## src/rtl/dmem_access_ctrl_if.sv

```systemverilog
// Bus bundle for the data-memory access controller: core request/response
// handshake on one side, byte-masked SRAM port on the other.
interface dmem_access_ctrl_if #(
  parameter int DATA_WIDTH = 32,
  parameter int ADDR_WIDTH = 10,
  parameter int DATA_BYTE  = DATA_WIDTH / 8
);
  logic                  req_valid;
  logic                  req_ready;
  logic                  req_we;
  logic [1:0]            req_size;
  logic                  req_unsigned;
  logic [31:0]           req_addr;
  logic [DATA_WIDTH-1:0] req_wdata;
  logic                  rsp_valid;
  logic                  rsp_ready;
  logic [DATA_WIDTH-1:0] rsp_rdata;
  logic                  rsp_err;
  logic                  ram_cs;
  logic [DATA_BYTE-1:0]  ram_we;
  logic [ADDR_WIDTH-1:0] ram_addr;
  logic [DATA_WIDTH-1:0] ram_wdata;
  logic [DATA_WIDTH-1:0] ram_rdata;

  modport slave (
    input  req_valid, req_we, req_size, req_unsigned, req_addr, req_wdata,
    input  rsp_ready, ram_rdata,
    output req_ready, rsp_valid, rsp_rdata, rsp_err,
    output ram_cs, ram_we, ram_addr, ram_wdata
  );

  modport master (
    output req_valid, req_we, req_size, req_unsigned, req_addr, req_wdata,
    output rsp_ready, ram_rdata,
    input  req_ready, rsp_valid, rsp_rdata, rsp_err,
    input  ram_cs, ram_we, ram_addr, ram_wdata
  );
endinterface

```

## src/rtl/dmem_access_ctrl.sv

```systemverilog
// Load/store access controller: turns one byte-addressed request at a time
// into a masked SRAM access and returns an extended load word or an error.
module dmem_access_ctrl #(
  parameter int DATA_WIDTH = 32,
  parameter int ADDR_WIDTH = 10,
  parameter int DATA_BYTE  = DATA_WIDTH / 8
) (
  input logic               clk,
  input logic               rst,
  dmem_access_ctrl_if.slave bus
);

  typedef enum logic [1:0] {
    IDLE    = 2'd0,
    ACCESS  = 2'd1,
    RD_WAIT = 2'd2,
    RESP    = 2'd3
  } state_t;

  state_t                state_r;
  state_t                state_nxt_s;
  logic                  req_ready_s;
  logic                  handshake_s;
  logic                  req_err_s;
  logic                  we_r;
  logic [1:0]            size_r;
  logic                  unsigned_r;
  logic [1:0]            off_r;
  logic                  ram_cs_r;
  logic [DATA_BYTE-1:0]  ram_we_r;
  logic [ADDR_WIDTH-1:0] ram_addr_r;
  logic [DATA_WIDTH-1:0] ram_wdata_r;
  logic                  rsp_valid_r;
  logic [DATA_WIDTH-1:0] rsp_rdata_r;
  logic                  rsp_err_r;

  function automatic logic addr_error(input logic [1:0] size, input logic [31:0] addr);
    logic bad_s;
    case (size)
      2'b00:   bad_s = 1'b0;
      2'b01:   bad_s = addr[0];
      2'b10:   bad_s = (addr[1:0] != 2'b00);
      default: bad_s = 1'b1;
    endcase
    // Anything above the SRAM's byte range is rejected outright.
    bad_s = bad_s | ((addr >> (ADDR_WIDTH + 2)) != 32'd0);
    return bad_s;
  endfunction

  function automatic logic [DATA_BYTE-1:0] store_mask(input logic [1:0] size, input logic [1:0] off);
    logic [DATA_BYTE-1:0] mask_s;
    case (size)
      2'b00:   mask_s = {{(DATA_BYTE-1){1'b0}}, 1'b1} << off;
      2'b01:   mask_s = {{(DATA_BYTE-2){1'b0}}, 2'b11} << off;
      default: mask_s = {DATA_BYTE{1'b1}};
    endcase
    return mask_s;
  endfunction

  function automatic logic [DATA_WIDTH-1:0] lane_data(input logic [1:0] size, input logic [DATA_WIDTH-1:0] wdata);
    logic [DATA_WIDTH-1:0] lanes_s;
    case (size)
      2'b00:   lanes_s = {DATA_BYTE{wdata[7:0]}};
      2'b01:   lanes_s = {(DATA_BYTE/2){wdata[15:0]}};
      default: lanes_s = wdata;
    endcase
    return lanes_s;
  endfunction

  function automatic logic [DATA_WIDTH-1:0] load_extend(input logic [DATA_WIDTH-1:0] rdata,
                                                        input logic [1:0] size,
                                                        input logic [1:0] off,
                                                        input logic uns);
    logic [DATA_WIDTH-1:0] byte_sh_s;
    logic [DATA_WIDTH-1:0] half_sh_s;
    logic [DATA_WIDTH-1:0] ext_s;
    byte_sh_s = rdata >> {off, 3'b000};
    half_sh_s = rdata >> {off[1], 4'b0000};
    case (size)
      2'b00:   ext_s = {{(DATA_WIDTH-8){~uns & byte_sh_s[7]}}, byte_sh_s[7:0]};
      2'b01:   ext_s = {{(DATA_WIDTH-16){~uns & half_sh_s[15]}}, half_sh_s[15:0]};
      default: ext_s = rdata;
    endcase
    return ext_s;
  endfunction

  assign req_ready_s = (state_r == IDLE) && !rst;
  assign handshake_s = bus.req_valid && req_ready_s;
  assign req_err_s   = addr_error(bus.req_size, bus.req_addr);

  // State register.
  always_ff @(posedge clk) begin
    if (rst) begin
      state_r <= IDLE;
    end else begin
      state_r <= state_nxt_s;
    end
  end

  // Next-state selection.
  always_comb begin
    state_nxt_s = state_r;
    case (state_r)
      IDLE: begin
        if (handshake_s) begin
          state_nxt_s = req_err_s ? RESP : ACCESS;
        end else begin
          state_nxt_s = IDLE;
        end
      end
      ACCESS:  state_nxt_s = we_r ? RESP : RD_WAIT;
      RD_WAIT: state_nxt_s = RESP;
      RESP: begin
        if (bus.rsp_ready) begin
          state_nxt_s = IDLE;
        end else begin
          state_nxt_s = RESP;
        end
      end
      default: state_nxt_s = IDLE;
    endcase
  end

  // Request capture, SRAM controls and response registers.
  always_ff @(posedge clk) begin
    if (rst) begin
      we_r        <= 1'b0;
      size_r      <= 2'b00;
      unsigned_r  <= 1'b0;
      off_r       <= 2'b00;
      ram_cs_r    <= 1'b0;
      ram_we_r    <= {DATA_BYTE{1'b0}};
      ram_addr_r  <= {ADDR_WIDTH{1'b0}};
      ram_wdata_r <= {DATA_WIDTH{1'b0}};
      rsp_valid_r <= 1'b0;
      rsp_rdata_r <= {DATA_WIDTH{1'b0}};
      rsp_err_r   <= 1'b0;
    end else begin
      case (state_r)
        IDLE: begin
          if (handshake_s) begin
            we_r       <= bus.req_we;
            size_r     <= bus.req_size;
            unsigned_r <= bus.req_unsigned;
            off_r      <= bus.req_addr[1:0];
            if (req_err_s) begin
              rsp_valid_r <= 1'b1;
              rsp_err_r   <= 1'b1;
              rsp_rdata_r <= {DATA_WIDTH{1'b0}};
            end else begin
              ram_cs_r    <= 1'b1;
              ram_we_r    <= bus.req_we ? store_mask(bus.req_size, bus.req_addr[1:0])
                                        : {DATA_BYTE{1'b0}};
              ram_addr_r  <= bus.req_addr[ADDR_WIDTH+1:2];
              ram_wdata_r <= lane_data(bus.req_size, bus.req_wdata);
            end
          end
        end
        ACCESS: begin
          ram_cs_r <= 1'b0;
          ram_we_r <= {DATA_BYTE{1'b0}};
          if (we_r) begin
            rsp_valid_r <= 1'b1;
            rsp_err_r   <= 1'b0;
            rsp_rdata_r <= {DATA_WIDTH{1'b0}};
          end
        end
        RD_WAIT: begin
          // SRAM read data is only valid in this one cycle.
          rsp_valid_r <= 1'b1;
          rsp_err_r   <= 1'b0;
          rsp_rdata_r <= load_extend(bus.ram_rdata, size_r, off_r, unsigned_r);
        end
        RESP: begin
          if (bus.rsp_ready) begin
            rsp_valid_r <= 1'b0;
          end
        end
        default: begin
          ram_cs_r <= 1'b0;
          ram_we_r <= {DATA_BYTE{1'b0}};
        end
      endcase
    end
  end

  assign bus.req_ready = req_ready_s;
  assign bus.rsp_valid = rsp_valid_r;
  assign bus.rsp_rdata = rsp_rdata_r;
  assign bus.rsp_err   = rsp_err_r;
  assign bus.ram_cs    = ram_cs_r;
  assign bus.ram_we    = ram_we_r;
  assign bus.ram_addr  = ram_addr_r;
  assign bus.ram_wdata = ram_wdata_r;

endmodule

```

## src/flat_wrapper.sv

```systemverilog
// flat-port wrapper written by rule: the top's interface ports become plain ports
module dmem_access_ctrl_flat 
#(
  parameter int DATA_WIDTH = 32,
  parameter int ADDR_WIDTH = 10,
  parameter int DATA_BYTE  = DATA_WIDTH / 8
)
  (clk, rst, bus_req_valid, bus_req_we, bus_req_size, bus_req_unsigned, bus_req_addr, bus_req_wdata, bus_rsp_ready, bus_ram_rdata, bus_req_ready, bus_rsp_valid, bus_rsp_rdata, bus_rsp_err, bus_ram_cs, bus_ram_we, bus_ram_addr, bus_ram_wdata);
  dmem_access_ctrl_if #(.DATA_WIDTH(DATA_WIDTH), .ADDR_WIDTH(ADDR_WIDTH), .DATA_BYTE(DATA_BYTE)) bus_i ();
  input logic clk;
  input logic rst;
  input wire logic [$bits(bus_i.req_valid)-1:0] bus_req_valid;
  input wire logic [$bits(bus_i.req_we)-1:0] bus_req_we;
  input wire logic [$bits(bus_i.req_size)-1:0] bus_req_size;
  input wire logic [$bits(bus_i.req_unsigned)-1:0] bus_req_unsigned;
  input wire logic [$bits(bus_i.req_addr)-1:0] bus_req_addr;
  input wire logic [$bits(bus_i.req_wdata)-1:0] bus_req_wdata;
  input wire logic [$bits(bus_i.rsp_ready)-1:0] bus_rsp_ready;
  input wire logic [$bits(bus_i.ram_rdata)-1:0] bus_ram_rdata;
  output wire logic [$bits(bus_i.req_ready)-1:0] bus_req_ready;
  output wire logic [$bits(bus_i.rsp_valid)-1:0] bus_rsp_valid;
  output wire logic [$bits(bus_i.rsp_rdata)-1:0] bus_rsp_rdata;
  output wire logic [$bits(bus_i.rsp_err)-1:0] bus_rsp_err;
  output wire logic [$bits(bus_i.ram_cs)-1:0] bus_ram_cs;
  output wire logic [$bits(bus_i.ram_we)-1:0] bus_ram_we;
  output wire logic [$bits(bus_i.ram_addr)-1:0] bus_ram_addr;
  output wire logic [$bits(bus_i.ram_wdata)-1:0] bus_ram_wdata;
  assign bus_i.req_valid = bus_req_valid;
  assign bus_i.req_we = bus_req_we;
  assign bus_i.req_size = bus_req_size;
  assign bus_i.req_unsigned = bus_req_unsigned;
  assign bus_i.req_addr = bus_req_addr;
  assign bus_i.req_wdata = bus_req_wdata;
  assign bus_i.rsp_ready = bus_rsp_ready;
  assign bus_i.ram_rdata = bus_ram_rdata;
  assign bus_req_ready = bus_i.req_ready;
  assign bus_rsp_valid = bus_i.rsp_valid;
  assign bus_rsp_rdata = bus_i.rsp_rdata;
  assign bus_rsp_err = bus_i.rsp_err;
  assign bus_ram_cs = bus_i.ram_cs;
  assign bus_ram_we = bus_i.ram_we;
  assign bus_ram_addr = bus_i.ram_addr;
  assign bus_ram_wdata = bus_i.ram_wdata;
  dmem_access_ctrl #(.DATA_WIDTH(DATA_WIDTH), .ADDR_WIDTH(ADDR_WIDTH), .DATA_BYTE(DATA_BYTE)) u_core (.clk(clk), .rst(rst), .bus(bus_i));
endmodule
```

## config.mk

```make
export PLATFORM = sky130hd
export DESIGN_NAME = dmem_access_ctrl_flat
export DESIGN_NICKNAME = d
export VERILOG_FILES = /design/src/rtl/dmem_access_ctrl_if.sv /design/src/rtl/dmem_access_ctrl.sv /design/src/flat_wrapper.sv
export SDC_FILE = /design/constraint.sdc
export NUM_CORES = 1
export LEC_CHECK = 0
export ABC_AREA = 1
export BUFFER_PORTS_ARGS = -buffer_cell sky130_fd_sc_hd__buf_2
export CAP_MARGIN = 0
export CORE_MARGIN = 2
export CORE_UTILIZATION = 49
export DETAILED_ROUTE_END_ITERATION = 10
export PLACE_DENSITY = 0.81
export SLEW_MARGIN = 20
export SYNTH_ARGS = -nofsm -noshare
export SYNTH_HDL_FRONTEND = slang
export SYNTH_SLANG_ARGS = --single-unit
export TNS_END_PERCENT = 100
```

## constraint.sdc

```tcl
create_clock -name clk -period 2.2 [get_ports clk]
set_input_delay 0.22 -clock clk [delete_from_list [all_inputs] [get_ports clk]]
set_output_delay 0.22 -clock clk [all_outputs]
set_load 0.05 [all_outputs]
```

Yosys cells after proc, flatten, opt, wreduce, memory -nomap -nowiden:

Cells that the tools add are included.

* shifts and indexed selects: 4
* bitwise operators: 5
* equal/unequal tests: 11
* reductions and logical operators: 15
* mux-type cells: 27

Operators by type and width (count)
* case mux 32 bit (2 select lines): 2
* 2-to-1 mux 32 bit: 3
* case mux 32 bit (3 select lines): 1
* nonzero test 32 bit: 1
* >> shifter 32 x 5 -> 16 bit: 1
* >> shifter 32 x 5 -> 8 bit: 1
* case mux 4 bit (2 select lines): 2
* 2-to-1 mux 4 bit: 3
* 2-to-1 mux 1 bit: 8
* case mux 2 bit (4 select lines): 1
* AND reduction 4 bit: 2
* == test 2 x 1 -> 1 bit (second input constant): 3
* == test 2 bit (second input constant): 3
* logical NOT 2 bit: 3
* 2-to-1 mux 2 bit: 3
* != test 2 x 1 -> 1 bit (second input constant): 3
* case mux 1 bit (3 select lines): 2
* AND reduction 3 bit: 2
* != test 2 bit (second input constant): 2
* case mux 1 bit (4 select lines): 1
* nonzero test 2 bit: 2
* left shift 1 x 2 -> 4 bit (first input constant): 1
* left shift 2 x 2 -> 4 bit (first input constant): 1
* nonzero test 3 bit: 1
* 7 further kinds: 10

* input port bits: 104
* register bits after elaboration: 89
* output and inout bits: 82
* logic and storage cells: 74

Longest topological paths before layout:

Gate-level depths: netlist of run 1.

* depth after elaboration: 6
* gate-level depth with buffers: 13

Worst setup path before layout of run 1:

OpenSTA, ideal clock, no wires.

* path type: flip-flop to flip-flop
* from: register u_core.state_r[0]
* to: register u_core.rsp_rdata_r[10] (netlist: u_core.bus.rsp_rdata[10])
* cell stages (with the launch flop): 12
* arrival time: 2.235 ns
* path slack: -0.178 ns
* required time: 2.057 ns
* cells stage by stage: dfxtp_1 -> inv_1 -> ha_1 -> inv_1 -> nor2_1 -> nand2_1 -> nand2_1 -> nand3_2 -> buf_6 -> buf_8 -> nand2_2 -> a21oi_2

* word-level cells in the longest chain between the ends: 5

Ends and longest elaborated chain
* from (decl): RTL line dmem_access_ctrl.sv:20 `state_t state_r;`
* from (signal assigned): RTL line dmem_access_ctrl.sv:96 `state_r <= state_nxt_s;`
* logical NOT 2 bit: RTL line dmem_access_ctrl.sv:87 `assign req_ready_s = (state_r == IDLE) && !rst;`
* logical AND 1 bit: RTL line dmem_access_ctrl.sv:87
* net bus_req_ready: RTL line flat_wrapper.sv:20 `output wire logic [$bits(bus_i.req_ready)-1:0] bus_req_ready;`
* logical AND 1 bit: RTL line dmem_access_ctrl.sv:88 `assign handshake_s = bus.req_valid && req_ready_s;`
* != test 2 x 1 -> 1 bit (no source line)
* AND reduction 4 bit (no source line)
* to (signal assigned): RTL line dmem_access_ctrl.sv:136 `rsp_rdata_r <= {DATA_WIDTH{1'b0}};`
* to (signal assigned): RTL line dmem_access_ctrl.sv:149 `rsp_rdata_r <= {DATA_WIDTH{1'b0}};`
* to (signal assigned): RTL line dmem_access_ctrl.sv:165 `rsp_rdata_r <= {DATA_WIDTH{1'b0}};`
* to (decl): RTL line dmem_access_ctrl.sv:34 `logic [DATA_WIDTH-1:0] rsp_rdata_r;`

The timed path passes the listed nets, and every way through them passes these cells.
A chain may end at the register's enable or synchronous reset.

Worst setup path in the final report of run 1:

* from: register u_core.state_r[0]
* to: register u_core.rsp_rdata_r[7] (netlist: u_core.bus.rsp_rdata[7])

* word-level cells in the longest chain between the ends: 5

Ends and longest elaborated chain (RTL line)
* logical NOT 2 bit: dmem_access_ctrl.sv:87, dmem_access_ctrl.sv:139
* logical AND 1 bit: dmem_access_ctrl.sv:87
* logical AND 1 bit: dmem_access_ctrl.sv:88
* != test 2 x 1 -> 1 bit (no source line)
* AND reduction 4 bit (no source line)

Parallel ways exist; a longest one is shown, timed or not.

==> results.yml, run 1 <==
place:
  hpwlAfterDp_um: 9560
  placed_cells: 967
  io_buffers: 185
  place_congestion: 0.902
clock_network:
  cts_made_buffers: 9
  hold_buffers: 0
  htree_levels: 3
  cts_tree: "built"
  insertion_delay_ps: 360
  clk_pin_slew_ps: 90
  cts_root_buffer: "clkbuf_8"
  clock_sinks: 89
  cts_setup_buffers: 0
  clockBufferDepth: 2
  ctsResizeCount: 0
synthesis:
  synth-simple-area-share_pct: 32.8
  syn-num-nets: 811
  syn_area_um2: 4630
  synthAdderAreaFrac_pct: 1.62
  synth-warning-count: 0
  synth_top_area_share_pct: 38.5
  ys_types: 32
  synth.area.mux_share_pct: 0
  yosys.area.top_type: "dfxtp_1"
  ys_seq_area_share_pct: 38.5
  post_synth.cell_area_avg_um2: 6.60
  syn_inst: 701
  synth_xor_area_share_pct: 0
  synth_area_leaders: "dfxtp_1 39%, nand2_1 14%, nor2_1 8.4%"
  synth-seq-cells: 89
  synth_top_family_by_area: "simple AND/OR/NAND/NOR gates"
  synth_compound_area_share_pct: 17.3
floorplan:
  dieArea_um2: 10200
  io_pins: 186
  fp.coreArea_um2: 9200
  die_h_um: 101
  start_util_pct: 50.3
  rows: 35
  die_x_um: 101
timing:
  drv_slew: 0
  finalCritPeriodShare_pct: 87.4
  finalSetupTns_ps: 0
  fmax_mhz: 520
  rsz0062_at_grt: "no"
  skew_ps: 6.66
  tightest_slew_ps: 521
  hold_slack_ps: 103
  finalCriticalPeriod_ps: 1920
  finalHoldViolations: 0
  finalSetupViolCount: 0
  slew_headroom_pct: 65.2
detailed_routing:
  wl_per_cell_um: 13.0
  firstDrtPassIters: 4
  routed_via_density: 5.06
  vias: 4972
  finalWirelength_um: 12800
  antenna_left: 0
  initialDrtViolationCount: 175
  post-route-drc-count: 0
run_status:
  status: "completed"
layout:
  layout_common_cells: "185 x buf_2, 173 x nand2_1, 102 x nor2_1"
  diodes: 0
  drive_gt1_share_pct: 29.9
  fin_nets: 977
  fillers: 884
  layout_commonest_cell: "buf_2"
  instances_no_fill: 983
  area_delta_synth_final_pct: 25.3
grt:
  grt_pass1_wl_um: 20800
  grt_start_max_net_pins: 67
  grt_use_total_pct: 25.4
  grt_pass1_vias: 4603
  overflow: 0
  antenna_found_initial: 0
power_and_ir_drop:
  irDropWorstVdd_v: 0.000339
  total_leakage_power_nw: 3.01
  power.density_nw_per_um2: 608
critical_path:
  required_ps: 2490
  cp-end-kind: "flip-flop"
  worstSetupStartpointType: "flip-flop"
  path_class: "reg2reg"
  arrival_ps: 2210
  crit_fanout: 17
min_path:
  worstHoldPathType: "in2reg"
run:
  cap_violations: 0
## power by group
part / switching (mW) / internal (mW) / total (mW)
clock: 0.631 / 0.572 / 1.20
combinational: 0.443 / 0.225 / 0.668
sequential: 0.0199 / 1.64 / 1.66
total: 1.09 / 2.43 / 3.53
## worst max-delay path, cell delays in order, from the launching register on
cell	delay (ps)
dfxtp_1	350
inv_1	110
ha_1	210
inv_1	80
nor2_2	100
nand2_1	90
nand2_1	120
nand3_2	200
inv_2	310
nand2_1	130
a21oi_2	140
## metrics by stage
stage / area (µm²) / setup WS [ps] / total power, mW / utilization, %
floorplan: 4630 / 108 / 2.15 / -
global placement: 5590 / 412 / 2.35 / 60.7
detailed placement: 5590 / 320 / 2.36 / 60.7
CTS: 5800 / 275 / 3.55 / 63.0
global route: 5800 / 3.55 / 3.69 / 63.0
finish: 5800 / 277 / 3.53 / 63.0
## metal layers
metal  global-route usage, %  vias to the layer above  share of wire, %
met4                    10.3                        0               2.4
li1                        -                     2553                 -
met1                    30.2                     2199                41
met3                    7.25                       25               9.3
met5                       0                        -                 0
met2                    43.0                      195                47
## path summary, 6_finish.rpt
| path | start | endpoint | slack (ps) | cells after the start |
|---|---|---|---|---|
| max | u_core.state_r[0]$_SDFF_PP0_ | u_core.bus.rsp_rdata[7]$_SDFFE_PP0P_ | 280 | 10 |
| min | bus_req_addr[9] | u_core.bus.ram_addr[7]$_SDFFE_PP0P_ | 100 | 3 |
| max reg2reg | u_core.state_r[0]$_SDFF_PP0_ | u_core.bus.rsp_rdata[7]$_SDFFE_PP0P_ | 280 | 10 |
| min reg2reg | u_core.bus.rsp_rdata[1]$_SDFFE_PP0P_ | u_core.bus.rsp_rdata[1]$_SDFFE_PP0P_ | 470 | 2 |
## cells by family (layout without fill, tap and decap cells)
logic type                 count (synthesis)  after routing
and+or+nand+nor                          354            354
AOI/OAI and AO/OA                        148            148
buffers and inverters                    104            275
DFF                                       89             89
adders and majority gates                  6              6
## state kept, by name, summed over array words and instances (netlist names)
name                  flops
u_core.bus.rsp_rdata     32
u_core.off_r              2
u_core.bus.rsp_valid      1
u_core.bus.ram_cs         1
u_core.we_r               1
u_core.bus.ram_wdata     32
u_core.unsigned_r         1
u_core.state_r            2
u_core.bus.ram_addr      10
u_core.size_r             2
u_core.bus.rsp_err        1
u_core.bus.ram_we         4
## Yosys cell counts (all sizes together)
cell and n:
buf 19, o21ai 68, nand3 47, inv 63, o21a 2, nand2 188
o211ai 1, nand4 1, dfxtp 89, o21bai 2, nor2 106, ha 6
clkbuf 22, a21oi 69, and3 1, or2 11, a31oi 6
## layout make-up
type	instances	area, µm²	area share [%]
clock buffers	10	138	2.37
clock inverters	6	73.8	1.27
inverters	63	236	4.08
multi-input cells	508	2400	41.3
flip-flops and latches	89	1780	30.7
well taps	111	139	2.40
repair buffers	196	1030	17.8
No activity file was read; power rests on OpenSTA's default activity.
==> run 2, diff against run 1 <==
--- a/config.mk
+++ b/config.mk
@@ -12,6 +12,7 @@
 export CORE_UTILIZATION = 49
 export DETAILED_ROUTE_END_ITERATION = 10
 export PLACE_DENSITY = 0.81
+export REMOVE_ABC_BUFFERS = 1
 export SLEW_MARGIN = 20
 export SYNTH_ARGS = -nofsm -noshare
 export SYNTH_HDL_FRONTEND = slang
==> run 2 against run 1 <==
Against the previous run:
- global-route usage is 0.32 points lower
- die area unchanged
- cell count grew 0.20%
- critical path depth rose by 1
- sequential share of layout area about the same
- total power fell by 1.2%
==> results.yml, run 2 (same netlist as run 1, synthesis figures left out) <==
floorplan:
  io_pins: 186
  die_x_um: 101
  start_util_pct: 50.3
  dieArea_um2: 10200
  die_h_um: 101
  fp.coreArea_um2: 9200
  rows: 35
min_path:
  worstHoldPathType: "in2reg"
  hp-start: "bus_req_addr[6]"
clock_network:
  insertion_delay_ps: 360
  clock_sinks: 89
  clockBufferDepth: 2
  cts_setup_buffers: 0
  cts_root_buffer: "clkbuf_8"
  htree_levels: 3
  clk_pin_slew_ps: 100
  cts_tree: "built"
  cts_made_buffers: 9
place:
  place_congestion: 0.890
  hpwlAfterDp_um: 9220
  dp_slack_ps: 236
  io_buffers: 185
  post_dp_cell_area_um2: 5600
layout:
  layout_commonest_cell: "buf_2"
  seqCellArea_um2: 1780
  layout_common_cells: "185 x buf_2, 173 x nand2_1, 102 x nor2_1"
  area_delta_synth_final_pct: 25.4
  multi_input_area_um2: 2400
  drive_gt1_share_pct: 30.1
  diodes: 0
  fin_nets: 979
  finish.instance_area_um2: 5800
  fillers: 908
detailed_routing:
  wl_per_cell_um: 12.6
  antenna_left: 0
  finalWirelength_um: 12500
  vias: 4957
  firstDrtPassIters: 5
  routed_via_density: 5.03
  initialDrtViolationCount: 188
  post-route-drc-count: 0
timing:
  finalHoldViolations: 0
  slew_headroom_pct: 63.7
  finalSetupTns_ps: 0
  finalCriticalPeriod_ps: 1900
  drv_slew: 0
  fmax_mhz: 526
  rsz0062_at_grt: "no"
  hold_slack_ps: 102
  skew_ps: 9.23
  setup_slack_ps: 299
  finalCritPeriodShare_pct: 86.4
  tightest_slew_ps: 543
  finalSetupViolCount: 0
run_status:
  status: "completed"
critical_path:
  regToRegStartpoint: "u_core.state_r[0]$_SDFF_PP0_"
  arrival_ps: 2140
  required_ps: 2440
  cp-end-kind: "flip-flop"
  path_class: "reg2reg"
  crit_fanout: 24
  crit_start: "u_core.state_r[0]$_SDFF_PP0_"
  worstSetupStartpointType: "flip-flop"
grt:
  grt_pass1_wl_um: 20800
  grt_start_max_net_pins: 67
  antenna_found_initial: 0
  grt_use_total_pct: 25.0
  overflow: 0
  grt_pass1_vias: 4660
power_and_ir_drop:
  irDropWorstVdd_v: 0.000300
  total_leakage_power_nw: 3.02
  power.density_nw_per_um2: 601
run:
  cap_violations: 0
## run 2: path summary, 6_finish.rpt
kind                                      endpoint  slack [ps]  cells after the start
min reg2reg   u_core.bus.rsp_rdata[2]$_SDFFE_PP0P_         470                      2
max          u_core.bus.rsp_rdata[21]$_SDFFE_PP0P_         300                     11
max reg2reg  u_core.bus.rsp_rdata[21]$_SDFFE_PP0P_         300                     11
min            u_core.bus.ram_addr[4]$_SDFFE_PP0P_         100                      3
## run 2: repair_timing
action / CTS / global route
resized for setup: 0 / 1
hold buffers: 0 / 0
setup endpoints to repair: 0 / 1
## run 2: layout make-up
type	count	area share (%)
Tap cell	111	2.39
Clock inverter	7	1.32
Timing Repair Buffer	198	18.1
Multi-Input combinational cell	508	41.3
Clock buffer	9	2.14
Sequential cell	89	30.7
Inverter	63	4.08
## run 2: routing by layer
metal	global-route usage [%]	part of all wire, %	vias to the layer above
met5	0	0	-
met4	8.94	2.1	0
met3	6.56	8.9	23
met2	42.1	47	200
met1	31.0	42	2179
li1	-	-	2555
## run 2: worst max-delay path: stages, from the launching register on
cell	delay (ps)
dfxtp_1	400
inv_1	110
ha_1	240
inv_1	90
nor2_1	50
nand2_1	110
nand2_1	100
nand3_2	130
buf_4	280
nor2_1	80
nor2_1	130
nor2_1	50
## run 2: where the power goes
group	switching [mW]	leakage, nW	total [mW]	internal (mW)
Clock	0.627	0.0962	1.16	0.533
Sequential	0.0200	0.719	1.66	1.64
Combinational	0.441	2.20	0.669	0.228
Total	1.09	3.02	3.49	2.40
## run 2: per-stage QoR
stage          utilization [%]  instances  power (mW)
6_report                  63.1        985        3.49
5_1_grt                   63.1        985        3.66
4_1_cts                   63.1        985        3.50
3_5_place_dp              60.9        969        2.36
3_3_place_gp              60.9        969        2.36
2_1_floorplan                -        660        2.09
==> run 3, diff against run 2 <==
--- a/config.mk
+++ b/config.mk
@@ -12,7 +12,6 @@
 export CORE_UTILIZATION = 49
 export DETAILED_ROUTE_END_ITERATION = 10
 export PLACE_DENSITY = 0.81
-export REMOVE_ABC_BUFFERS = 1
 export SLEW_MARGIN = 20
 export SYNTH_ARGS = -nofsm -noshare
 export SYNTH_HDL_FRONTEND = slang
==> constraint.sdc (replaced) <==
create_clock -name clk -period 1.87 [get_ports clk]
set_input_delay 0.187 -clock clk [delete_from_list [all_inputs] [get_ports clk]]
set_output_delay 0.187 -clock clk [all_outputs]
set_load 0.05 [all_outputs]
==> run 3 against run 2 <==
Against the previous run:
- via count rose by 0.99%
- fmax grew 11%
- utilization grew 2.0 points
==> results.yml, run 3 (same netlist as run 1, synthesis figures left out) <==
floorplan:
  fp.coreArea_um2: 9200
  dieArea_um2: 10200
  rows: 35
  io_pins: 186
  die_h_um: 101
  die_x_um: 101
  start_util_pct: 50.3
grt:
  grt_start_max_net_pins: 52
  grt_use_total_pct: 25.4
  antenna_found_initial: 0
  grt_pass1_wl_um: 20800
  overflow: 0
  grt_pass1_vias: 4663
power_and_ir_drop:
  power.density_nw_per_um2: 728
  power_mw: 4.36
  total_leakage_power_nw: 3.11
  irDropWorstVdd_v: 0.000342
critical_path:
  critical_path.top_delay_family: "simple AND/OR/NAND/NOR gates"
  r2r_cells: 12
  arrival_ps: 1950
  r2r-end: "u_core.bus.rsp_rdata[23]$_SDFFE_PP0P_"
  crit_fanout: 18
  worstSetupStartpointType: "flip-flop"
  crit_buf_inv: 4
  worst-path-stages: 12
  path_class: "reg2reg"
  endpoint: "u_core.bus.rsp_rdata[23]$_SDFFE_PP0P_"
  crit_start: "u_core.state_r[1]$_SDFF_PP0_"
  critical_path.slowest_cell: "dfxtp_1"
  cpPeakStageDelay_ps: 320
  required_ps: 2110
  path_common_cell: "inv_1"
  regToRegSetupSlack_ps: 150
  regToRegStartpoint: "u_core.state_r[1]$_SDFF_PP0_"
  cp-end-kind: "flip-flop"
  crit_chain: "inv_1, ha_2, inv_1, nor2_4, nand2_2, nand2_1, nand3_2, buf_4, nand2_1, inv_1, nor2_1, nor2_1"
min_path:
  worstHoldPathType: "in2reg"
  hp-start: "bus_req_addr[3]"
timing:
  finalSetupViolCount: 0
  hold_slack_ps: 83.3
  setup_slack_ps: 153
  finalSetupTns_ps: 0
  finalHoldViolations: 0
  drv_slew: 0
  finalCritPeriodShare_pct: 91.8
  slew_headroom_pct: 70.2
  rsz0062_at_grt: "yes"
  tightest_slew_ps: 447
  finalCriticalPeriod_ps: 1720
  skew_ps: 7.86
  fmax_mhz: 582
clock_network:
  clockBufferDepth: 2
  htree_levels: 3
  hold_buffers: 0
  cts_tree: "built"
  clk_pin_slew_ps: 90
  cts_made_buffers: 9
  cts_root_buffer: "clkbuf_8"
  clock_sinks: 89
  insertion_delay_ps: 350
layout:
  layout_common_cells: "185 x buf_2, 172 x nand2_1, 100 x nor2_1"
  fillers: 913
  drive_gt1_share_pct: 31.5
  diodes: 0
  instances_no_fill: 996
  area_delta_synth_final_pct: 29.4
  layout_commonest_cell: "buf_2"
  fin_nets: 992
run_status:
  status: "completed"
place:
  dp_slack_ps: 89.0
  placed_cells: 978
  io_buffers: 185
  place_congestion: 0.897
  hpwlAfterDp_um: 9660
detailed_routing:
  post-route-drc-count: 0
  initialDrtViolationCount: 192
  wl_per_cell_um: 13.1
  firstDrtPassIters: 4
  antenna_left: 0
  routed_via_density: 5.03
  vias: 5006
  finalWirelength_um: 13100
run:
  cap_violations: 0
run 3: report_power, final:
group	internal, mW	total (mW)	switching [mW]
Combinational	0.276	0.799	0.523
Clock	0.920	1.62	0.695
Sequential	1.93	1.95	0.0212
run 3: routing by layer:
| layer | global-route usage, % | share of wire (%) | vias to the layer above |
|---|---|---|---|
| li1 | - | - | 2587 |
| met1 | 30.0 | 41 | 2196 |
| met2 | 44.2 | 48 | 206 |
| met3 | 8.70 | 10 | 17 |
| met4 | 6.76 | 1.3 | 0 |
| met5 | 0 | 0 | - |
run 3: worst reg2reg max path, delay by kind of cell (launching register included):
kind                     cells  cell delay [ps]
adder cells (fa/ha/maj)      1              210
buffers and inverters        4              450
flip-flops                   1              320
AND/OR/NAND/NOR              7              620
run 3: cell type report:
cell class	instances	area (µm²)	area share (%)
Clock buffer	10	138	2.30
Multi-Input combinational cell	508	2420	40.4
Timing Repair Buffer	211	1170	19.5
Tap cell	111	139	2.32
Clock inverter	4	101	1.69
Inverter	63	241	4.03
Sequential cell	89	1780	29.8
run 3: worst min-delay path by stage:
stage,end,slack (ps),cells past startpoint
after floorplan,u_core.bus.ram_wdata[0]$_SDFFE_PP0P_,330,2
after global placement,u_core.bus.ram_addr[2]$_SDFFE_PP0P_,430,3
after detailed placement,u_core.bus.ram_addr[1]$_SDFFE_PP0P_,450,3
after CTS,u_core.bus.ram_addr[1]$_SDFFE_PP0P_,70,3
after global routing,u_core.bus.ram_addr[9]$_SDFFE_PP0P_,70,3
final,u_core.bus.ram_addr[1]$_SDFFE_PP0P_,80,3
run 3: what timing repair did:
action                                  in CTS  in global routing
endpoints found under the setup margin       0                 38
buffers inserted                             0                  3
endpoints found under the hold margin        0                  0
resized for setup                            0                  9
run 3: stage by stage:
stage	util (%)	area [µm²]
3_3_place_gp	61.6	5670
6_report	65.1	5990
5_1_grt	65.1	5990
4_1_cts	64.2	5910
2_1_floorplan	-	4640
3_5_place_dp	61.6	5670
